==> src/rtl/dmac_xfer_engine.sv <==
// Single-channel byte-copy DMA engine: reads a byte from SRC, writes it to DST,
// advances both pointers and repeats until CNT reaches zero.
module dmac_xfer_engine #(
  parameter int ADDR_W = 16,
  parameter int CNT_W  = 8
) (
  input  logic              clk,
  input  logic              rst,
  input  logic              cfg_we,
  input  logic [1:0]        cfg_sel,
  input  logic [ADDR_W-1:0] cfg_data,
  input  logic              start,
  input  logic              abort,
  output logic              bus_req,
  output logic              bus_we,
  output logic [ADDR_W-1:0] bus_addr,
  output logic [7:0]        bus_wdata,
  input  logic [7:0]        bus_rdata,
  input  logic              bus_ack,
  output logic              busy,
  output logic              done,
  output logic              tc
);

  typedef enum logic [2:0] {IDLE, RD, WR, NEXT, DONE} state_t;

  state_t              state_q, state_d;
  logic [ADDR_W-1:0]   src_q, src_d;
  logic [ADDR_W-1:0]   dst_q, dst_d;
  logic [CNT_W-1:0]    cnt_q, cnt_d;
  logic [7:0]          hold_q, hold_d;

  logic                bus_req_q, bus_req_d;
  logic                bus_we_q, bus_we_d;
  logic [ADDR_W-1:0]   bus_addr_q, bus_addr_d;
  logic [7:0]          bus_wdata_q, bus_wdata_d;
  logic                busy_q, busy_d;
  logic                done_q, done_d;
  logic                tc_q, tc_d;

  always_comb begin
    state_d = state_q;
    src_d   = src_q;
    dst_d   = dst_q;
    cnt_d   = cnt_q;
    hold_d  = hold_q;

    unique case (state_q)
      IDLE: begin
        if (cfg_we) begin
          unique case (cfg_sel)
            2'd0:    src_d = cfg_data;
            2'd1:    dst_d = cfg_data;
            2'd2:    cnt_d = cfg_data[CNT_W-1:0];
            default: ;
          endcase
        end
        // Start decides on the count held before any same-cycle config write.
        if (start) state_d = (cnt_q == '0) ? DONE : RD;
      end
      RD: begin
        if (abort) begin
          state_d = IDLE;
        end else if (bus_ack) begin
          hold_d  = bus_rdata;
          state_d = WR;
        end
      end
      WR: begin
        if (abort)        state_d = IDLE;
        else if (bus_ack) state_d = NEXT;
      end
      NEXT: begin
        if (abort) begin
          state_d = IDLE;
        end else begin
          src_d   = src_q + ADDR_W'(1);
          dst_d   = dst_q + ADDR_W'(1);
          if (cnt_q != '0) cnt_d = cnt_q - CNT_W'(1);
          state_d = (cnt_q <= CNT_W'(1)) ? DONE : RD;
        end
      end
      DONE:    state_d = IDLE;
      default: state_d = IDLE;
    endcase
  end

  // Outputs are registered from the next-state values, so they track state_q exactly.
  always_comb begin
    bus_req_d   = (state_d == RD) || (state_d == WR);
    bus_we_d    = (state_d == WR);
    bus_addr_d  = '0;
    bus_wdata_d = '0;
    if (state_d == RD) bus_addr_d = src_d;
    if (state_d == WR) begin
      bus_addr_d  = dst_d;
      bus_wdata_d = hold_d;
    end
    busy_d = (state_d != IDLE);
    done_d = (state_d == DONE);
    tc_d   = (cnt_d == '0);
  end

  always_ff @(posedge clk) begin
    if (rst) begin
      state_q     <= IDLE;
      src_q       <= '0;
      dst_q       <= '0;
      cnt_q       <= '0;
      hold_q      <= '0;
      bus_req_q   <= 1'b0;
      bus_we_q    <= 1'b0;
      bus_addr_q  <= '0;
      bus_wdata_q <= '0;
      busy_q      <= 1'b0;
      done_q      <= 1'b0;
      tc_q        <= 1'b1;
    end else begin
      state_q     <= state_d;
      src_q       <= src_d;
      dst_q       <= dst_d;
      cnt_q       <= cnt_d;
      hold_q      <= hold_d;
      bus_req_q   <= bus_req_d;
      bus_we_q    <= bus_we_d;
      bus_addr_q  <= bus_addr_d;
      bus_wdata_q <= bus_wdata_d;
      busy_q      <= busy_d;
      done_q      <= done_d;
      tc_q        <= tc_d;
    end
  end

  assign bus_req   = bus_req_q;
  assign bus_we    = bus_we_q;
  assign bus_addr  = bus_addr_q;
  assign bus_wdata = bus_wdata_q;
  assign busy      = busy_q;
  assign done      = done_q;
  assign tc        = tc_q;

endmodule

==> config.mk <==
export PLATFORM = sky130hd
export DESIGN_NAME = dmac_xfer_engine
export DESIGN_NICKNAME = d
export VERILOG_FILES = /design/src/rtl/dmac_xfer_engine.sv
export SDC_FILE = /design/constraint.sdc
export NUM_CORES = 1
export LEC_CHECK = 0
export BUFFER_PORTS_ARGS = -buffer_cell sky130_fd_sc_hd__clkbuf_2
export CORE_MARGIN = 2
export CORE_UTILIZATION = 56
export CTS_CLUSTER_DIAMETER = 100
export DETAILED_ROUTE_END_ITERATION = 12
export GPL_TIMING_DRIVEN = 0
export HOLD_SLACK_MARGIN = 0.12
export PLACE_DENSITY = 0.81
export SLEW_MARGIN = 20
export SYNTH_ARGS = -nofsm -noshare
export SYNTH_HDL_FRONTEND = slang
export SYNTH_SLANG_ARGS = --single-unit
export TNS_END_PERCENT = 5
==> constraint.sdc <==
create_clock -name clk -period 2.32 [get_ports clk]
set_input_delay 0.116 -clock clk [delete_from_list [all_inputs] [get_ports clk]]
set_output_delay 0.116 -clock clk [all_outputs]
set_load 0.05 [all_outputs]
==> results.md, run 1 <==
* Register-to-Register Path Depth at 7
* RSZ-0062 raised after global routing: true
* Clk sink count at 80
* Worst-Margin Slew at 0.8157 ns
* Clk_lat worst skew at 0.37 ns
* Grt ovf at 0
* Number of synthesized flops with an enable pin at 0
* Worst vdd ir at 0.4562 mV
* Hold Path End: src_q[14]
* Worst Setup End Kind: flop
* First-pass GRT wire length at 18.28 mm
* Leak at 1.829 nW
* Die X-Extent at 86.39 um
* Synth area leader: dfxtp_1
* Syn_area_per_cell at 8.799 sq um
* I/O Pins at 61
* Root Driver: clkbuf_8
* Post-Route WL at 11.58 mm
* # setup viols final at 0
* Placed inst area at 0.004202 sq mm
* CTS Buffer Depth at 2
* Clock transition at the registers of the reported paths at 0.09 ns
* Fin. Hold Viols at 0
* Via count at 3892
* CTS buffer count at 9
* Register bit count reported by yosys at 80
* Layout cells sized above 1 at 23.21%
* Worst Path Required at 2.56 ns
* Die Y at 86.39 um
* Commonest cells in the netlist: dfxtp_1, nor2_1, nand2_1, nor3_1, o21ai_0
* Sw Share at 29.54%
* Area of the multi-input gates at 0.002115 sq mm
* Met3 wire length at 713 um
* Fin area at 0.004687 sq mm
* Combinational Power Share at 14.6%
* Max layer used: met4
* Ant. Diodes at 0
* Status: complete, no violations
* Final Power at 2.986 mW
* Yosys warning count at 0
* Min-Delay Path Depth at 3
* Clock network power share at 36.7%
* Clock skew at 0.01335 ns
* Worst reg-to-reg setup slack at 0.01 ns
* Async S/R FF share, synth at 0%
* Met2 wire length at 5.428 mm
* Vias per Instance at 6.380
* # fillers at 529
* Post-synth cell types at 72
* Top FF cell, synth: dfxtp_1
* DR DRC count at 0
* Internal power at 2.104 mW
* Fmax at 0.4338 GHz
* WS Path Type: reg2reg
* Setup crit start kind: flop
* Hold slack at 0.1079 ns
* P_sw at 0.8820 mW
* Top-count cell post-synth: dfxtp_1
* CP Max Fanout at 10
* Critical R2R Capture: bus_addr[5]
* Pin count of the biggest net entering global routing at 17
* Finished Core Util at 70.15%
* Crit share post-route at 99.37%
* Hold wc startpoint: cfg_data[14]
* Core area at 0.006681 sq mm
* Post-synthesis sequential area ratio at 42.13%
* Synth Instances at 432
* Post-Syn Nets at 469
* Worst reg2reg startpoint: cnt_q[5]
* PD cells at 637.1 mW/mm^2
* DP Wirelength at 7.937 mm
* Row cnt at 30
* Min-Delay Path Class: in2reg
* Fin. max-slew vios at 0
* H-Tree Depth at 3
* Initial antenna violation count at 0
* WL per Instance at 18.99 um
* Post-synth top area share at 42.13%
* Metal1 wirelength at 5.207 mm
* Starting density of the core at 56.89%
* Routability cong. at 0.9411
* Post-Syn Area at 0.003801 sq mm
* Max_slew headroom at 45.32%
* Worst Path Arrival at 2.55 ns
* ANT nets after route at 0
* MaxCap Viol Count at 0
* TritonCTS clock tree: built
* Syn-to-layout area delta at 23.30%
* Total GRT Usage at 31.48%
* # port buffers at 60
* Nets at 562
* Flop pwr share at 48.7%
* Top cells by area, synth: dfxtp_1, nor2_1, nand2_1
* Die ar. at 0.007462 sq mm
* 1st-iter DRT viols at 436
* Vias in the first global route at 3649
* Register area at 0.001604 sq mm
* First-pass iteration count of the detailed router at 5
* Crit path time final at 2.305 ns
==> cell type report <==
class | count | area share (%)
plain buffers | 23 | 2.643
clock buffers | 9 | 2.643
clock inverters | 7 | 1.815
inverters | 5 | 0.4271
multi-input cells | 324 | 45.11
flip-flops and latches | 80 | 34.22
well taps | 80 | 2.136
repair buffers | 82 | 11.00
==> layer usage <==
metal  global-route usage (%)  up-vias
li1                         -     1804
met3                    4.286       24
met5                        0        -
met1                    42.97     1844
met2                    51.68      220
met4                    10.23        0
==> cells in the final DEF, fill, tap and decap left out, types with 5 or more instances in the layout <==
cell and count:
a21o_1 6, a21oi_1 17, a221oi_1 5, a222oi_1 5, a22oi_1 5, and2_1 10
clkbuf_1 10, clkbuf_2 63, clkbuf_8 9, dfxtp_1 78, dlygate4sd3_1 20, ha_1 5
mux2i_1 10, nand2_1 44, nand3_1 14, nand4_1 8, nor2_1 47, nor3_1 21
o21ai_0 20, o22ai_1 5, o2bb2ai_1 6, o311a_1 7, xnor2_1 6
==> worst max-delay path, stage by stage (launching register included) <==
cell,delay [ns]
dfxtp_2,0.36
or4_4,0.55
or4b_4,0.55
a22oi_2,0.30
nor2_2,0.07
nand3_2,0.10
buf_8,0.15
o2bb2ai_1,0.10
==> cells by family after synthesis <==
family	after synthesis	synth area share, %
AO/OA/AOI/OAI	110	21.40
buffers and inverters	28	3.291
flip-flops	80	42.13
adder cells (fa/ha/maj)	5	1.646
multiplexers	11	2.930
XOR/XNOR	10	2.304
AND/OR/NAND/NOR	188	26.30
==> worst max-delay path by stage <==
stage / from / to / slack (ns)
3_3_place_gp: state_q[2] / bus_addr[3] / -0.25
2_1_floorplan: cnt_q[5] / bus_addr[15] / 0.21
6_report: cnt_q[5] / bus_addr[5] / 0.01
3_5_place_dp: abort / bus_addr[15] / -0.23
4_1_cts: cnt_q[5] / bus_addr[9] / -0.002
5_1_grt: state_q[1] / tc / -0.07
==> registers in the layout, summed over array words and instances, names as in the netlist <==
| name | cells |
|---|---|
| busy | 1 |
| done | 1 |
| hold_q | 8 |
| bus_wdata | 8 |
| src_q | 16 |
| tc | 1 |
| state_q | 3 |
| bus_req | 1 |
| cnt_q | 8 |
| bus_addr | 16 |
| dst_q | 16 |
| bus_we | 1 |
==> power by group through the flow <==
stage | registers [mW] | clock network [mW] | logic [mW]
final | 1.45 | 1.10 | 0.435
after CTS | 1.45 | 1.09 | 0.416
after global routing | 1.46 | 1.15 | 0.461
after global placement | 1.48 | 0 | 0.374
after detailed placement | 1.48 | 0 | 0.380
after floorplan | 1.52 | 0 | 0.217
==> timing repair <==
action	CTS	global route
resized for setup	7	16
endpoints found under the setup margin	29	30
pin swaps	3	3
hold buffers	20	0
hold endpoints to repair	32	0
setup buffers	1	1
==> through the flow <==
stage | instances | worst slack (ns) | TNS, ns
after floorplan | 432 | 0.2133 | 0
after global placement | 572 | -0.2533 | -1.763
after detailed placement | 572 | -0.2347 | -3.093
after CTS | 609 | -0.001517 | -0.003012
after global routing | 610 | -0.07401 | -0.4533
final | 610 | 0.01464 | 0
Note: power is estimated with default switching activity, not from simulation.
==> inputs of run 2 (changes only) <==
==> constraint.sdc (replaced) <==
create_clock -name clk -period 2.4 [get_ports clk]
set_input_delay 0.12 -clock clk [delete_from_list [all_inputs] [get_ports clk]]
set_output_delay 0.12 -clock clk [all_outputs]
set_load 0.05 [all_outputs]
==> run 2 against run 1 <==
The flow now finishes with violations (setup timing); clock-buffer cell count stayed put; largest power group unchanged; worst hold slack better by 0.024 ns; maximum frequency is 4.4% lower; final cell count is 0.16% lower; register-to-register slack worse by 0.03 ns; flip-flop and latch count stayed put; combinational power is 4.8% lower; utilization is 0.51 points lower; routed wire length is 1.1% lower; sequential share of layout area is 0.25 points higher; global-route usage hardly changed; first-iteration DRC count is 31% higher.
==> results.md, run 2 (synthesis results as in run 1) <==
* Clk_lat worst skew at 0.36 ns (about the same)
* # setup viols final at 1 (+1)
* Setup TNS at -0.01231 ns (-0.01231 ns)
* Cells after DPL at 572 (unchanged)
* Fmax at 0.4145 GHz (-4.4%)
* Min-Delay Path Class: in2reg
* Failing checks: setup timing
* Leak at 1.796 nW (-1.8%)
* Syn-to-layout area delta at 22.42%
* H-Tree Depth at 3 (unchanged)
* Clock skew at 0.01564 ns (+0.002295 ns)
* Worst vdd ir at 0.4402 mV (-3.5%)
* Setup crit start kind: flop
* CTS Buffer Depth at 2 (unchanged)
* Clock transition at the registers of the reported paths at 0.09 ns (about the same)
* Worst-Margin Slew at 0.8181 ns (+0.002398 ns)
* Most common cell after layout, fill and taps aside: dfxtp_1
* Worst Setup End Kind: flop
* Total GRT Usage at 31.50% (about the same)
* Crit path time final at 2.412 ns (+0.1069 ns)
* Die Y at 86.39 um (unchanged)
* Finished Core Util at 69.64% (-0.51 points)
* First-pass iteration count of the detailed router at 8 (+3)
* Die X-Extent at 86.39 um (unchanged)
* Placed inst area at 0.004202 sq mm (unchanged)
* 1st-iter DRT viols at 571 (+31%)
* ANT nets after route at 0 (unchanged)
* Pin count of the biggest net entering global routing at 17 (unchanged)
* Final Power at 2.879 mW (-3.6%)
* Initial antenna violation count at 0 (unchanged)
* # port buffers at 60 (unchanged)
* Starting density of the core at 56.89% (unchanged)
* WL per Instance at 18.81 um (-0.96%)
* Worst Path Arrival at 2.64 ns (+0.09 ns)
* Routability cong. at 0.9411 (unchanged)
* Vias in the first global route at 3648 (-0.027%)
* Root Driver: clkbuf_8
* Grt ovf at 0 (unchanged)
* Min setup slack post-route at -0.01231 ns (-0.02694 ns)
* WS Path Type: reg2reg
* Post-Route WL at 11.45 mm (-1.1%)
* CTS buffer count at 9 (unchanged)
* Max_slew headroom at 45.16% (-0.16 points)
* Vias per Instance at 6.294 (-1.4%)
* Final cell count without fillers at 609 (-0.16%)
* Hold slack at 0.1324 ns (+0.02449 ns)
* TritonCTS clock tree: built
* Fin. max-slew vios at 0 (unchanged)
* Layout cells sized above 1 at 22.31% (-0.90 points)
* Via count at 3833 (-1.5%)
* Clk sink count at 80 (unchanged)
* Post-place setup slack at -0.1587 ns (+0.07600 ns)
* DP Wirelength at 7.937 mm (unchanged)
* Ant. Diodes at 0 (unchanged)
* First-pass GRT wire length at 18.28 mm (unchanged)
* Row cnt at 30 (unchanged)
* Most frequent cells in the layout: dfxtp_1, clkbuf_2, nor2_1
* Fin area at 0.004653 sq mm (-0.72%)
* Die ar. at 0.007462 sq mm (unchanged)
* Fin. Hold Viols at 0 (unchanged)
* Core area at 0.006681 sq mm (unchanged)
* Nets at 561 (-0.18%)
* CP Max Fanout at 10 (unchanged)
* PD cells at 618.8 mW/mm^2 (-2.9%)
* DR DRC count at 0 (unchanged)
* RSZ-0062 raised after global routing: true
* Worst Path Required at 2.63 ns (+0.07 ns)
* MaxCap Viol Count at 0 (unchanged)
* I/O Pins at 61 (unchanged)
* Crit share post-route at 100.5% (+1.1 points)
* Status: complete, but fails checks
-- run 2: cell count changes in the layout (fill, tap and decap cells not counted), sizes merged --
cell,change
buf,-2
clkbuf,+1
-- run 2: cell type report --
class | instances | area (sq um)
Fill cell | 534 | 2028
Multi-Input combinational cell | 324 | 2100
Buffer | 23 | 112.6
Clock buffer | 9 | 123.9
Sequential cell | 80 | 1604
Timing Repair Buffer | 81 | 508.0
Tap cell | 80 | 100.1
Clock inverter | 7 | 85.08
Inverter | 5 | 20.02
-- run 2: final timing paths --
kind              slack, ns     endpoint    startpoint  depth (start not counted)
setup reg to reg      -0.01  bus_addr[3]    state_q[2]                          7
setup / recovery      -0.01  bus_addr[3]    state_q[2]                          7
hold reg to reg        0.50    hold_q[0]     hold_q[0]                          2
hold / removal         0.13    src_q[14]  cfg_data[14]                          3
-- run 2: what timing repair did --
| item | in CTS | in global routing |
|---|---|---|
| buffers inserted | 1 | 0 |
| gates resized for setup | 3 | 9 |
| pin swaps | 1 | 3 |
| gates cloned | 0 | 0 |
| hold buffers | 20 | 0 |
| hold endpoints to repair | 32 | 0 |
| endpoints found under the setup margin | 22 | 27 |
-- run 2: critical path, cell delays in order (launching register included) --
cell	delay (ns)
dfxtp_1	0.40
buf_2	0.26
nand3b_1	0.28
clkbuf_2	0.33
clkbuf_1	0.46
nor3_1	0.10
a221oi_1	0.33
o22ai_1	0.12
-- run 2: per-layer routing --
| layer | wire [um] | track usage (%) | part of all wire [%] |
|---|---|---|---|
| met3 | 960 | 4.286 | 8.4 |
| met4 | 169 | 10.23 | 1.5 |
| met5 | 0 | 0 | 0 |
| met2 | 5354 | 51.61 | 47 |
| met1 | 4969 | 43.09 | 43 |
-- run 2: power by group --
group	leakage, nW	switching, mW	internal, mW
Combinational	1.05	0.256	0.157
Clock	0.100	0.558	0.502
Sequential	0.649	0.0359	1.37
Total	1.80	0.850	2.03
